File: src/rtl/ifetch_if.sv
// Fetch-stage bundle: PC/stall to next-PC logic, imem request/response, decode queue head.
// Latency: wiring only.
// Backpressure: carries inst_ready from decode and pc_stall to the PC register.
//
// Ports (master = ifetch, slave = surrounding pipeline and memory):
//   pc, pc_stall                        PC register side
//   imem_req/addr/gnt/rvalid/rdata      instruction memory side
//   flush                               branch/jump redirect
//   inst_valid/inst/inst_pc/inst_err    decode side, with inst_ready returned
interface ifetch_if #(
    parameter int WORD_SIZE = 32
);
    logic [WORD_SIZE-1:0] pc;
    logic                 pc_stall;
    logic                 imem_req;
    logic [WORD_SIZE-1:0] imem_addr;
    logic                 imem_gnt;
    logic                 imem_rvalid;
    logic [WORD_SIZE-1:0] imem_rdata;
    logic                 flush;
    logic                 inst_valid;
    logic [WORD_SIZE-1:0] inst;
    logic [WORD_SIZE-1:0] inst_pc;
    logic                 inst_err;
    logic                 inst_ready;

    modport master (
        input  pc, imem_gnt, imem_rvalid, imem_rdata, flush, inst_ready,
        output pc_stall, imem_req, imem_addr, inst_valid, inst, inst_pc, inst_err
    );

    modport slave (
        output pc, imem_gnt, imem_rvalid, imem_rdata, flush, inst_ready,
        input  pc_stall, imem_req, imem_addr, inst_valid, inst, inst_pc, inst_err
    );
endinterface

File: src/rtl/ifetch.sv
// Instruction fetch: issues pc to imem, buffers responses in a 2-entry queue for decode.
// Latency: grant in N, rvalid earliest N+1, inst_valid in N+2; one instruction/cycle sustained.
// Backpressure: no request while queue + outstanding would exceed 2; pc_stall holds the PC.
//
// Ports:
//   clk, rst   clock; asynchronous active-low reset
//   bus        ifetch_if.master (PC/stall, imem handshake, flush, decode queue head)
module ifetch #(
    parameter int WORD_SIZE = 32
) (
    input  logic     clk,
    input  logic     rst,
    ifetch_if.master bus
);

    typedef enum logic [1:0] {S_IDLE, S_WAIT, S_DROP, S_FAULT} state_t;

    typedef struct packed {
        logic [WORD_SIZE-1:0] inst;
        logic [WORD_SIZE-1:0] pc;
        logic                 err;
    } entry_t;

    state_t               state_q, state_d;
    logic [1:0]           count_q, count_d;
    entry_t               q0_q, q0_d;      // head entry
    entry_t               q1_q, q1_d;
    logic [WORD_SIZE-1:0] req_pc_q, req_pc_d;

    logic   pop, issue, accept, push;
    logic [2:0] occ;
    entry_t push_ent;

    always_comb begin
        state_d  = state_q;
        count_d  = count_q;
        q0_d     = q0_q;
        q1_d     = q1_q;
        req_pc_d = req_pc_q;
        push     = 1'b0;
        push_ent = '0;

        pop = (count_q != 2'd0) && bus.inst_ready;
        // Occupancy once this cycle settles: queued + in flight - consumed.
        occ = {1'b0, count_q} + {2'b00, state_q == S_WAIT} - {2'b00, pop};
        // In WAIT a new request may only go out alongside the response that
        // retires the current one, so at most one request is ever outstanding.
        issue = rst && !bus.flush
             && (state_q == S_IDLE || (state_q == S_WAIT && bus.imem_rvalid))
             && (bus.pc[1:0] == 2'b00)
             && (occ <= 3'd1);
        accept = issue && bus.imem_gnt;

        if (accept) begin
            req_pc_d = bus.pc;
        end

        if (bus.flush) begin
            case (state_q)
                S_WAIT:  state_d = bus.imem_rvalid ? S_IDLE : S_DROP;
                // A response landing in the flush cycle is the one DROP was
                // waiting for; staying in DROP would wait for nothing.
                S_DROP:  state_d = bus.imem_rvalid ? S_IDLE : S_DROP;
                default: state_d = S_IDLE;
            endcase
        end else begin
            case (state_q)
                S_IDLE: begin
                    if (accept) begin
                        state_d = S_WAIT;
                    end else if (bus.pc[1:0] != 2'b00
                                 && ({1'b0, count_q} - {2'b00, pop}) <= 3'd1) begin
                        push          = 1'b1;
                        push_ent.inst = '0;
                        push_ent.pc   = bus.pc;
                        push_ent.err  = 1'b1;
                        state_d       = S_FAULT;
                    end
                end
                S_WAIT: begin
                    if (bus.imem_rvalid) begin
                        push          = 1'b1;
                        push_ent.inst = bus.imem_rdata;
                        push_ent.pc   = req_pc_q;
                        push_ent.err  = 1'b0;
                        state_d       = accept ? S_WAIT : S_IDLE;
                    end
                end
                S_DROP: begin
                    if (bus.imem_rvalid) begin
                        state_d = S_IDLE;
                    end
                end
                default: state_d = state_q;   // FAULT exits only on flush
            endcase
        end

        if (bus.flush) begin
            count_d = 2'd0;
        end else begin
            case ({push, pop})
                2'b01: begin
                    q0_d    = q1_q;
                    count_d = count_q - 2'd1;
                end
                2'b10: begin
                    if (count_q == 2'd0) q0_d = push_ent;
                    else                 q1_d = push_ent;
                    count_d = count_q + 2'd1;
                end
                2'b11: begin
                    // pop implies count >= 1; the issue rule keeps count <= 2
                    if (count_q == 2'd1) begin
                        q0_d = push_ent;
                    end else begin
                        q0_d = q1_q;
                        q1_d = push_ent;
                    end
                end
                default: ;
            endcase
        end
    end

    always_ff @(posedge clk or negedge rst) begin
        if (!rst) begin
            state_q  <= S_IDLE;
            count_q  <= 2'd0;
            q0_q     <= '0;
            q1_q     <= '0;
            req_pc_q <= '0;
        end else begin
            state_q  <= state_d;
            count_q  <= count_d;
            q0_q     <= q0_d;
            q1_q     <= q1_d;
            req_pc_q <= req_pc_d;
        end
    end

    assign bus.imem_req   = issue;
    assign bus.imem_addr  = bus.pc;
    assign bus.pc_stall   = !accept && !bus.flush;
    assign bus.inst_valid = (count_q != 2'd0);
    assign bus.inst       = q0_q.inst;
    assign bus.inst_pc    = q0_q.pc;
    assign bus.inst_err   = q0_q.err;

endmodule
File: src/flat_wrapper.sv
// flat-port wrapper written by rule: the top's interface ports become plain ports
module ifetch_flat 
#(
    parameter int WORD_SIZE = 32
)
  (clk, rst, bus_pc, bus_imem_gnt, bus_imem_rvalid, bus_imem_rdata, bus_flush, bus_inst_ready, bus_pc_stall, bus_imem_req, bus_imem_addr, bus_inst_valid, bus_inst, bus_inst_pc, bus_inst_err);
  ifetch_if #(.WORD_SIZE(WORD_SIZE)) bus_i ();
  input  logic clk;
  input  logic rst;
  input wire logic [$bits(bus_i.pc)-1:0] bus_pc;
  input wire logic [$bits(bus_i.imem_gnt)-1:0] bus_imem_gnt;
  input wire logic [$bits(bus_i.imem_rvalid)-1:0] bus_imem_rvalid;
  input wire logic [$bits(bus_i.imem_rdata)-1:0] bus_imem_rdata;
  input wire logic [$bits(bus_i.flush)-1:0] bus_flush;
  input wire logic [$bits(bus_i.inst_ready)-1:0] bus_inst_ready;
  output wire logic [$bits(bus_i.pc_stall)-1:0] bus_pc_stall;
  output wire logic [$bits(bus_i.imem_req)-1:0] bus_imem_req;
  output wire logic [$bits(bus_i.imem_addr)-1:0] bus_imem_addr;
  output wire logic [$bits(bus_i.inst_valid)-1:0] bus_inst_valid;
  output wire logic [$bits(bus_i.inst)-1:0] bus_inst;
  output wire logic [$bits(bus_i.inst_pc)-1:0] bus_inst_pc;
  output wire logic [$bits(bus_i.inst_err)-1:0] bus_inst_err;
  assign bus_i.pc = bus_pc;
  assign bus_i.imem_gnt = bus_imem_gnt;
  assign bus_i.imem_rvalid = bus_imem_rvalid;
  assign bus_i.imem_rdata = bus_imem_rdata;
  assign bus_i.flush = bus_flush;
  assign bus_i.inst_ready = bus_inst_ready;
  assign bus_pc_stall = bus_i.pc_stall;
  assign bus_imem_req = bus_i.imem_req;
  assign bus_imem_addr = bus_i.imem_addr;
  assign bus_inst_valid = bus_i.inst_valid;
  assign bus_inst = bus_i.inst;
  assign bus_inst_pc = bus_i.inst_pc;
  assign bus_inst_err = bus_i.inst_err;
  ifetch #(.WORD_SIZE(WORD_SIZE)) u_core (.clk(clk), .rst(rst), .bus(bus_i));
endmodule
File: config.mk
export PLATFORM = sky130hd
export DESIGN_NAME = ifetch_flat
export DESIGN_NICKNAME = d
export VERILOG_FILES = /design/src/rtl/ifetch_if.sv /design/src/rtl/ifetch.sv /design/src/flat_wrapper.sv
export SDC_FILE = /design/constraint.sdc
export NUM_CORES = 1
export LEC_CHECK = 0
export BUFFER_PORTS_ARGS = -buffer_cell sky130_fd_sc_hd__buf_4
export CAP_MARGIN = 20
export CORE_AREA = 2 2 189 173
export CTS_CLUSTER_SIZE = 14
export DETAILED_ROUTE_END_ITERATION = 6
export DIE_AREA = 0 0 191 175
export SLEW_MARGIN = 0
export SYNTH_ARGS = -nofsm -noshare
export SYNTH_HDL_FRONTEND = slang
export SYNTH_SLANG_ARGS = --single-unit
File: constraint.sdc
create_clock -name clk -period 4.04 [get_ports clk]
set_clock_uncertainty 0.2 [all_clocks]
set_input_delay 0.606 -clock clk [delete_from_list [all_inputs] [get_ports clk]]
set_output_delay 0.606 -clock clk [all_outputs]
set_load 0.02 [all_outputs]
== After elaboration in Yosys (flattened, before gate mapping) ==
Cells that the tools add are included.

* Register bits after elaboration: 166
* Bits in latches: 0
* Memory bits (writable): 0
* Bits in read-only memories: 0
* Bits of input ports: 70
* Output and inout port bits: 100
* Word-level logic and storage cells: 80
* Memories: 0

* $add $sub $neg: 5
* Multiply operators: 0
* Div/mod/pow operators: 0
* Magnitude comparators: 2
* Eq/ne operators: 12
* Shift-type cells: 0
* Muxes and demuxes: 26
* Bitwise gates (word level): 1
* Reduce and logical (&&, ||, !) cells: 25

{| class="wikitable"
|+ Operators by type and width
! operator !! count
|-
| 65-bit two-way mux || 6
|-
| 65-bit one-hot mux with 2 select lines || 2
|-
| 65-bit one-hot mux with 3 select lines || 1
|-
| 33-bit two-way mux || 1
|-
| 2-bit two-way mux || 8
|-
| 1-bit logical AND || 9
|-
| 4-bit AND reduction || 2
|-
| 2-bit by 1-bit == test with 1-bit output, second input constant || 3
|-
| 2-bit == test, second input constant || 3
|-
| 3-bit by 1-bit <= comparator with 1-bit output, second input constant || 2
|-
| 2-bit zero test || 3
|-
| 3-bit inequality test, second input constant || 2
|-
| 2-bit one-hot mux with 3 select lines || 1
|-
| 2-bit nonzero test || 3
|-
| 3-bit nonzero test || 2
|-
| 1-bit two-way mux || 5
|-
| 2-bit inequality test, second input constant || 2
|-
| 4-bit by 3-bit inequality test with 1-bit output, second input constant || 1
|-
| 2-bit one-hot mux with 2 select lines || 1
|-
| 4-bit nonzero test || 1
|-
| 2-bit by 1-bit adder with 3-bit output || 1
|-
| 3-bit AND reduction || 1
|-
| 2-bit by 1-bit subtractor with 3-bit output || 1
|-
| 3-bit by 1-bit subtractor with 3-bit output || 1
|-
| 8 further kinds || 9
|}

== Logic depth before layout (Yosys ltp) ==
Gate-level depths: netlist of run 1.

* Word-level depth: 13
* Mapped depth: 15
* Depth with buffers taken out: 13

== Worst setup path before layout of run 1 ==
No wires, ideal clock.

* Kind: register -> output
* Start point: register u_core.count_q[0]
* End point: output port bus_pc_stall
* Data arrival time: 2.864 ns
* Data required time: 3.234 ns
* Setup slack: 0.370 ns
* Stages on the path, launching flop included: 14
* Buffers on the path: 1
* Path through: dfrtp_1 > inv_1 > ha_1 > nand2b_4 > xnor2_4 > ha_1 > inv_1 > fa_1 > xnor2_1 > o21ai_1 > or4_1 > buf_2 > nand2b_1 > inv_1

* Cells in the longest elaborated chain, start to end: 8
* Elaborated cells between the ends (all ways): 9
* Classes of those cells: 2 x add/sub; 1 x order compare; 6 x reduce/logical

{| class="wikitable"
|+ Ends and longest elaborated chain
! item !! line !! text
|-
| start: declaration || ifetch.sv:25 || <nowiki>logic [1:0] count_q, count_d;</nowiki>
|-
| start signal: assignment || ifetch.sv:134 || <nowiki>count_q <= count_d;</nowiki>
|-
| parallel branches: the longest is 2 deep, another holds 2-bit by 1-bit adder with 3-bit output || - ||
|-
| 3-bit by 1-bit subtractor with 3-bit output * || ifetch.sv:45 || <nowiki>occ = {1'b0, count_q} + {2'b00, state_q == S_WAIT} - {2'b00, pop};</nowiki>
|-
| 3-bit by 1-bit <= comparator with 1-bit output * || ifetch.sv:51 || <nowiki>&& (occ <= 3'd1);</nowiki>
|-
| 1-bit logical AND * || ifetch.sv:51 ||
|-
| 1-bit logical AND * || ifetch.sv:52 || <nowiki>accept = issue && bus.imem_gnt;</nowiki>
|-
| 1-bit zero test * || ifetch.sv:143 || <nowiki>assign bus.pc_stall = !accept && !bus.flush;</nowiki>
|-
| 1-bit logical AND * || ifetch.sv:143 ||
|-
| end: declaration || flat_wrapper.sv:16 || <nowiki>output wire logic [$bits(bus_i.pc_stall)-1:0] bus_pc_stall;</nowiki>
|}

Every way passes the cells marked *.

== Final worst setup path of run 1 ==
* Start point: register u_core.count_q[1]
* End point: register u_core.state_q[1]

* Cells in the longest elaborated chain, start to end: 9
* Elaborated cells between the ends (all ways): 15
* Classes of those cells: 3 x add/sub; 2 x order compare; 1 x eq/ne; 3 x mux; 6 x reduce/logical

{| class="wikitable"
|+ Ends and longest elaborated chain
! item !! line !! text
|-
| parallel branches: the longest is 9 deep, another holds 2-bit by 1-bit adder with 3-bit output || - ||
|-
| end signal: assignment || ifetch.sv:133 || <nowiki>state_q <= state_d;</nowiki>
|-
| end: declaration || ifetch.sv:24 || <nowiki>state_t state_q, state_d;</nowiki>
|}

Several ways; the timed one is not identified.
A chain may end at the register's enable or synchronous reset.

==> flow_summary.json, run 1 <==
{
  "fin_crit_sh_pct": 95.65,
  "chipHeight_um": 175,
  "clock_sinks": 166,
  "seq_area_sq_um": 4154,
  "synth.most_common_cell": "dfrtp_1",
  "status": "completed",
  "syn_area_sq_um": 7769,
  "port-buffer-count": 169,
  "dieArea_sq_um": 33430,
  "crit_path_start_kind": "flop",
  "cts_max_level": 4,
  "irDropWorstVdd_v": 0.0003421,
  "grt_pass1_wl_um": 33070,
  "setup_viol": 0,
  "yosysWarnings": 0,
  "core_sq_um": 31420,
  "yosysUniqueCellTypes": 44,
  "track_usage_pct": 12.69,
  "drc": 0,
  "synth_commonest_cells": "dfrtp_1, nand2_1, o21ai_0",
  "clk_pin_slew_worst_paths_ns": 0.08,
  "synth_area_leaders": "dfrtp_1, nand2_1, o21ai_0",
  "synth_largest_area_cell": "dfrtp_1",
  "wl_per_cell_um": 15.50,
  "cts_made_buffers": 17,
  "root_buffer": "clkbuf_16",
  "hold_path_class": "in2async",
  "drt_first_iter_violations": 310,
  "slew_headroom_pct": 31.59,
  "ioPinCount": 170,
  "layout_setup_ws_ns": 0.1758,
  "synth_compound_area_share_pct": 19.49,
  "end_kind": "flop",
  "drive_gt1_share_pct": 29.60,
  "gp_congestion": 0.7451,
  "timing.final.hold_violations": 0,
  "synthFlopType": "dfrtp_1",
  "clk_latency_ns": 0.44,
  "final_nets": 985,
  "path_max_fanout": 2,
  "ys_async_sr_fraction_pct": 100.0,
  "antenna_left": 0,
  "period_needed_ns": 3.864,
  "synth_xor_xnor_area_share_pct": 0.4671,
  "synthAdderAreaFrac_pct": 1.546,
  "synth_edf_count": 0,
  "rsz0062_at_grt": "false",
  "antenna_found_initial": 1,
  "multi_input_area_sq_um": 3054,
  "synth_top_area_share_pct": 53.47,
  "worst-setup-path-type": "reg2reg",
  "cap_viol_max_count": 0,
  "drt-vias-per-instance": 4.515,
  "synth_seq_cells": 166,
  "avgSynthCellArea_sq_um": 9.922,
  "worstPathArrival_ns": 4.00,
  "dp_hpwl_um": 13200,
  "totalWireLength_um": 20710,
  "p_leak_nw": 4.458,
  "required_ns": 4.17,
  "die_x_um": 191,
  "setup_tns_ns": 0,
  "fillers": 3271,
  "syn_nets": 862,
  "vias": 6032,
  "rows": 62,
  "tightest_slew_ns": 1.022,
  "max_freq_ghz": 0.2588,
  "syn2layout_area_growth_pct": 26.99,
  "synth.mux.area_fraction_pct": 4.944,
  "grt_pass1_vias": 5915,
  "yosysSeqAreaShare_pct": 53.47,
  "drv_slew": 0,
  "pre_cts_ws_ns": 0.2244,
  "power_density_nw_per_um2": 696.4,
  "clockBufferDepth": 2,
  "cts_tree": "done",
  "initial_utilization_pct": 24.73,
  "netlist_instances": 783,
  "dr.pass1.iters": 5,
  "synth_top_family_by_area": "compound AO/OA/AOI/OAI gates",
  "grt_overflow": 0,
  "grt_max_degree": 128,
  "ctsHoldBuffers": 0,
  "yosys.area_share.simple_pct": 12.40
}
==> state kept, by name, summed over array words and instances (netlist names) <==
register / count
u_core.count_q: 2
u_core.bus.inst: 32
u_core.req_pc_q: 32
u_core.bus.inst_err: 1
u_core.q1_q: 65
u_core.state_q: 2
u_core.bus.inst_pc: 32
==> metrics by stage <==
step	instances	power (mW)	utilization (%)	instance area (sq um)	hold WS (ns)
floorplan	783	4.309	-	7769	0.1104
global placement	1290	5.235	29.23	9184	0.2562
detailed placement	1290	5.306	29.23	9184	0.2650
CTS	1335	6.985	31.38	9858	0.1038
global route	1336	7.391	31.40	9866	0.1300
finish	1336	6.871	31.40	9866	0.1000
==> final cells by class <==
class | count | share of cell area [%]
timing repair buffer | 197 | 15.41
antenna | 1 | 0.02536
sequential | 166 | 42.11
multi-input combinational | 514 | 30.96
clock buffer | 19 | 4.490
tap | 416 | 5.276
inverter | 10 | 0.3805
clock inverter | 13 | 1.357
==> repair_timing <==
action,4_1_cts,5_1_grt
resized for setup,0,2
cloned,0,0
pin swaps,1,1
setup buffers,13,0
endpoints found under the setup margin,1,2
endpoints found under the hold margin,0,0
==> report_power, final <==
group          total [mW]  internal, mW  switching (mW)
logic                2.73          1.07            1.66
clock network        1.62         0.885           0.737
registers            2.52          2.22           0.301
==> layer usage <==
metal | part of all wire [%] | track usage, %
met5 | 0 | 0
met4 | 0.81 | 3.101
met3 | 4.6 | 3.033
met2 | 48 | 20.23
met1 | 47 | 17.27
==> logic make-up after synthesis <==
| family | Yosys count |
|---|---|
| multiplexers | 34 |
| XOR/XNOR | 2 |
| AND/OR/NAND/NOR | 222 |
| AO/OA/AOI/OAI | 247 |
| flip-flops | 166 |
| adder cells (fa/ha/maj) | 9 |
| buffers and inverters | 103 |
==> cells in the final DEF, fill, tap and decap left out, types with 4 or more instances in the layout <==
cell type and n:
a22oi_1 32, a32oi_1 32, and2_1 32, buf_4 193, clkbuf_16 17, clkinv_4 4
dfrtp_1 166, ha_1 8, inv_1 10, inv_6 6, mux2_2 30, nand2_1 163
nor2_1 9, nor3_1 5, o21ai_0 89, o21ai_1 77
==> critical path, cell delays in order, from the launching register on <==
cell and delay [ns]:
dfrtp_1 0.36, inv_1 0.06, ha_1 0.19, nand2b_4 0.17, xnor2_4 0.17, ha_1 0.16, inv_1 0.05, fa_2 0.36
xnor2_1 0.18, o21ai_1 0.10, or4_4 0.50, nand2b_1 0.11, buf_4 0.11, buf_4 0.09, buf_4 0.10, buf_4 0.09
buf_4 0.10, buf_4 0.09, buf_4 0.09, buf_4 0.09, buf_4 0.09, buf_4 0.10, a21oi_1 0.03, o22a_1 0.17
==> path summary, 6_finish.rpt <==
kind,startpoint,to,slack [ns],depth (start not counted)
min,rst,u_core.count_q[1],0.10,2
max,u_core.count_q[1],u_core.state_q[1],0.18,23
min reg2reg,u_core.q1_q[3],u_core.q1_q[3],0.27,2
max in group asynchronous,rst,u_core.bus.inst_pc[18],2.36,3
max reg2reg,u_core.count_q[1],u_core.state_q[1],0.18,23
min in group clk,bus_pc[26],u_core.req_pc_q[26],0.22,2
(Power assumes the default switching activity.)
==> run 2, diff against run 1 <==
--- a/config.mk
+++ b/config.mk
@@ -11,6 +11,7 @@
 export CTS_CLUSTER_SIZE = 14
 export DETAILED_ROUTE_END_ITERATION = 6
 export DIE_AREA = 0 0 191 175
+export SETUP_SLACK_MARGIN = 0.5
 export SLEW_MARGIN = 0
 export SYNTH_ARGS = -nofsm -noshare
 export SYNTH_HDL_FRONTEND = slang
==> flow_summary.json, run 2 (synthesized netlist as in run 1, its figures left out) <==
{
  "drv_slew": 0,
  "drive_gt1_share_pct": 30.36,
  "cap_viol_max_count": 0,
  "grt_max_degree": 80,
  "worstPathArrival_ns": 2.90,
  "grt_pass1_vias": 5780,
  "initial_utilization_pct": 24.73,
  "drt_first_iter_violations": 338,
  "hold_depth": 2,
  "clk_latency_ns": 0.43,
  "multi_input_area_sq_um": 3115,
  "dieArea_sq_um": 33430,
  "port-buffer-count": 169,
  "cts_tree": "done",
  "cts_made_buffers": 17,
  "die_x_um": 191,
  "grt_pass1_wl_um": 32530,
  "holdCritStartpoint": "bus_pc[11]",
  "postLayoutCoreUtil_pct": 31.70,
  "antenna_left": 0,
  "slew_headroom_pct": 31.29,
  "grt_overflow": 0,
  "path_max_fanout": 2,
  "power_frac_clock_pct": 25.0,
  "fillers": 3257,
  "period_needed_ns": 3.703,
  "antenna_found_initial": 0,
  "setup_viol": 0,
  "rsz0062_at_grt": "true",
  "vias": 6079,
  "setup_tns_ns": 0,
  "fin_crit_sh_pct": 91.66,
  "dp_hpwl_um": 13130,
  "seq_area_sq_um": 4156,
  "antenna_cells": 0,
  "final_nets": 985,
  "drt-vias-per-instance": 4.554,
  "tightest_slew_ns": 1.027,
  "p_leak_nw": 4.468,
  "totalWireLength_um": 21940,
  "root_buffer": "clkbuf_16",
  "chipHeight_um": 175,
  "rr_startpoint": "u_core.count_q[1]",
  "r2r-end": "u_core.bus.inst_pc[1]",
  "largest_reg_flops": 65,
  "irDropWorstVdd_v": 0.0002993,
  "layout_common_cells": "buf_4, dfrtp_1, nand2_1",
  "worst-setup-path-type": "reg2out",
  "reg2reg_setup_slack_ns": 0.76,
  "max_freq_ghz": 0.2700,
  "timing.final.hold_violations": 0,
  "max_stage_delay_ns": 0.52,
  "end_kind": "output pin",
  "dpl.cell_count": 1290,
  "clockBufferDepth": 2,
  "final_common_cell": "buf_4",
  "final_cell_count_no_fill": 1335,
  "core_sq_um": 31420,
  "dr.pass1.iters": 4,
  "cts_max_level": 4,
  "comb_power_share_pct": 39.9,
  "drc": 0,
  "crit_path_start_kind": "flop",
  "reg2regPathDepth": 11,
  "required_ns": 3.23,
  "rows": 62,
  "clock_sinks": 166,
  "intPower_mw": 4.385,
  "syn2layout_area_growth_pct": 28.20,
  "hold_path_class": "in2reg",
  "timing.hold.ws_ns": 0.2253,
  "gp_congestion": 0.7409,
  "switching_share_pct": 38.74,
  "status": "completed",
  "ioPinCount": 170,
  "cp_cell_sequence": "inv_4 -> ha_4 -> nand2b_4 -> xnor2_4 -> ha_2 -> inv_2 -> fa_2 -> xnor2_1 -> o21ai_1 -> or4_4 -> nand2b_4 -> inv_2 -> buf_6",
  "min_to": "u_core.req_pc_q[11]",
  "p_seq_share_pct": 35.1,
  "wl_per_cell_um": 16.43,
  "clk_pin_slew_worst_paths_ns": 0.07,
  "power_density_nw_per_um2": 718.6,
  "slowest_stage": "or4_4",
  "switchingPower_mw": 2.773,
  "track_usage_pct": 12.53,
  "regMostFlops": "u_core.q1_q"
}
==> run 2: repair_timing <==
item	in CTS	in global routing
hold buffers	1	0
gates resized for setup	4	4
setup buffers	7	2
pin swaps	4	6
setup endpoints to repair	35	38
endpoints found under the hold margin	47	0
cloned	0	3
==> run 2: cell type report <==
| type | count | area share [%] |
|---|---|---|
| Sequential cell | 166 | 41.73 |
| Timing Repair Buffer | 194 | 14.97 |
| Clock inverter | 13 | 1.935 |
| Tap cell | 416 | 5.226 |
| Inverter | 10 | 0.4020 |
| Multi-Input combinational cell | 517 | 31.28 |
| Clock buffer | 19 | 4.447 |
==> run 2: power by group through the flow <==
stage	clock [mW]	sequential, mW	combinational, mW
floorplan	0	2.77	1.55
global placement	0	2.54	2.70
detailed placement	0	2.56	2.74
CTS	1.84	2.52	2.79
global route	1.91	2.58	3.16
finish	1.79	2.51	2.86
==> run 2: how the worst max path moves through the flow <==
stage                                 start      endpoint  slack (ns)  cells after the start
after global routing      u_core.count_q[1]  bus_pc_stall        0.22                     13
final                     u_core.count_q[1]  bus_pc_stall        0.34                     13
after detailed placement  u_core.count_q[1]  bus_pc_stall        0.19                     13
after CTS                 u_core.count_q[1]  bus_pc_stall        0.24                     13
after global placement    u_core.count_q[1]  bus_pc_stall        0.19                     13
after floorplan           u_core.count_q[1]  bus_pc_stall        0.53                     13
==> run 2: metal layers <==
metal,wire length (um),global-route usage (%),part of all wire (%),up-vias
met4,393,4.522,1.8,0
li1,-,-,-,2956
met1,10400,17.13,47,2958
met5,0,0,0,-
met3,921,2.651,4.2,22
met2,10220,19.44,47,143
==> run 2: worst max-delay path, delay by kind of cell, from the launching register on <==
family,cells,cell delay (ns)
buffers and inverters,4,0.23
and+or+nand+nor,3,0.77
AOI/OAI and AO/OA,1,0.10
adders and majority gates,3,0.66
xor gates and xnor gates,2,0.30
DFF,1,0.39
==> run 2: per-stage QoR <==
step	setup slack (ns)	total power, mW	instance area [sq um]
5_1_grt	0.2250	7.655	9960
3_5_place_dp	0.1886	5.294	9195
3_3_place_gp	0.1870	5.243	9195
6_report	0.3369	7.157	9960
4_1_cts	0.2407	7.151	9902
2_1_floorplan	0.5282	4.325	7795
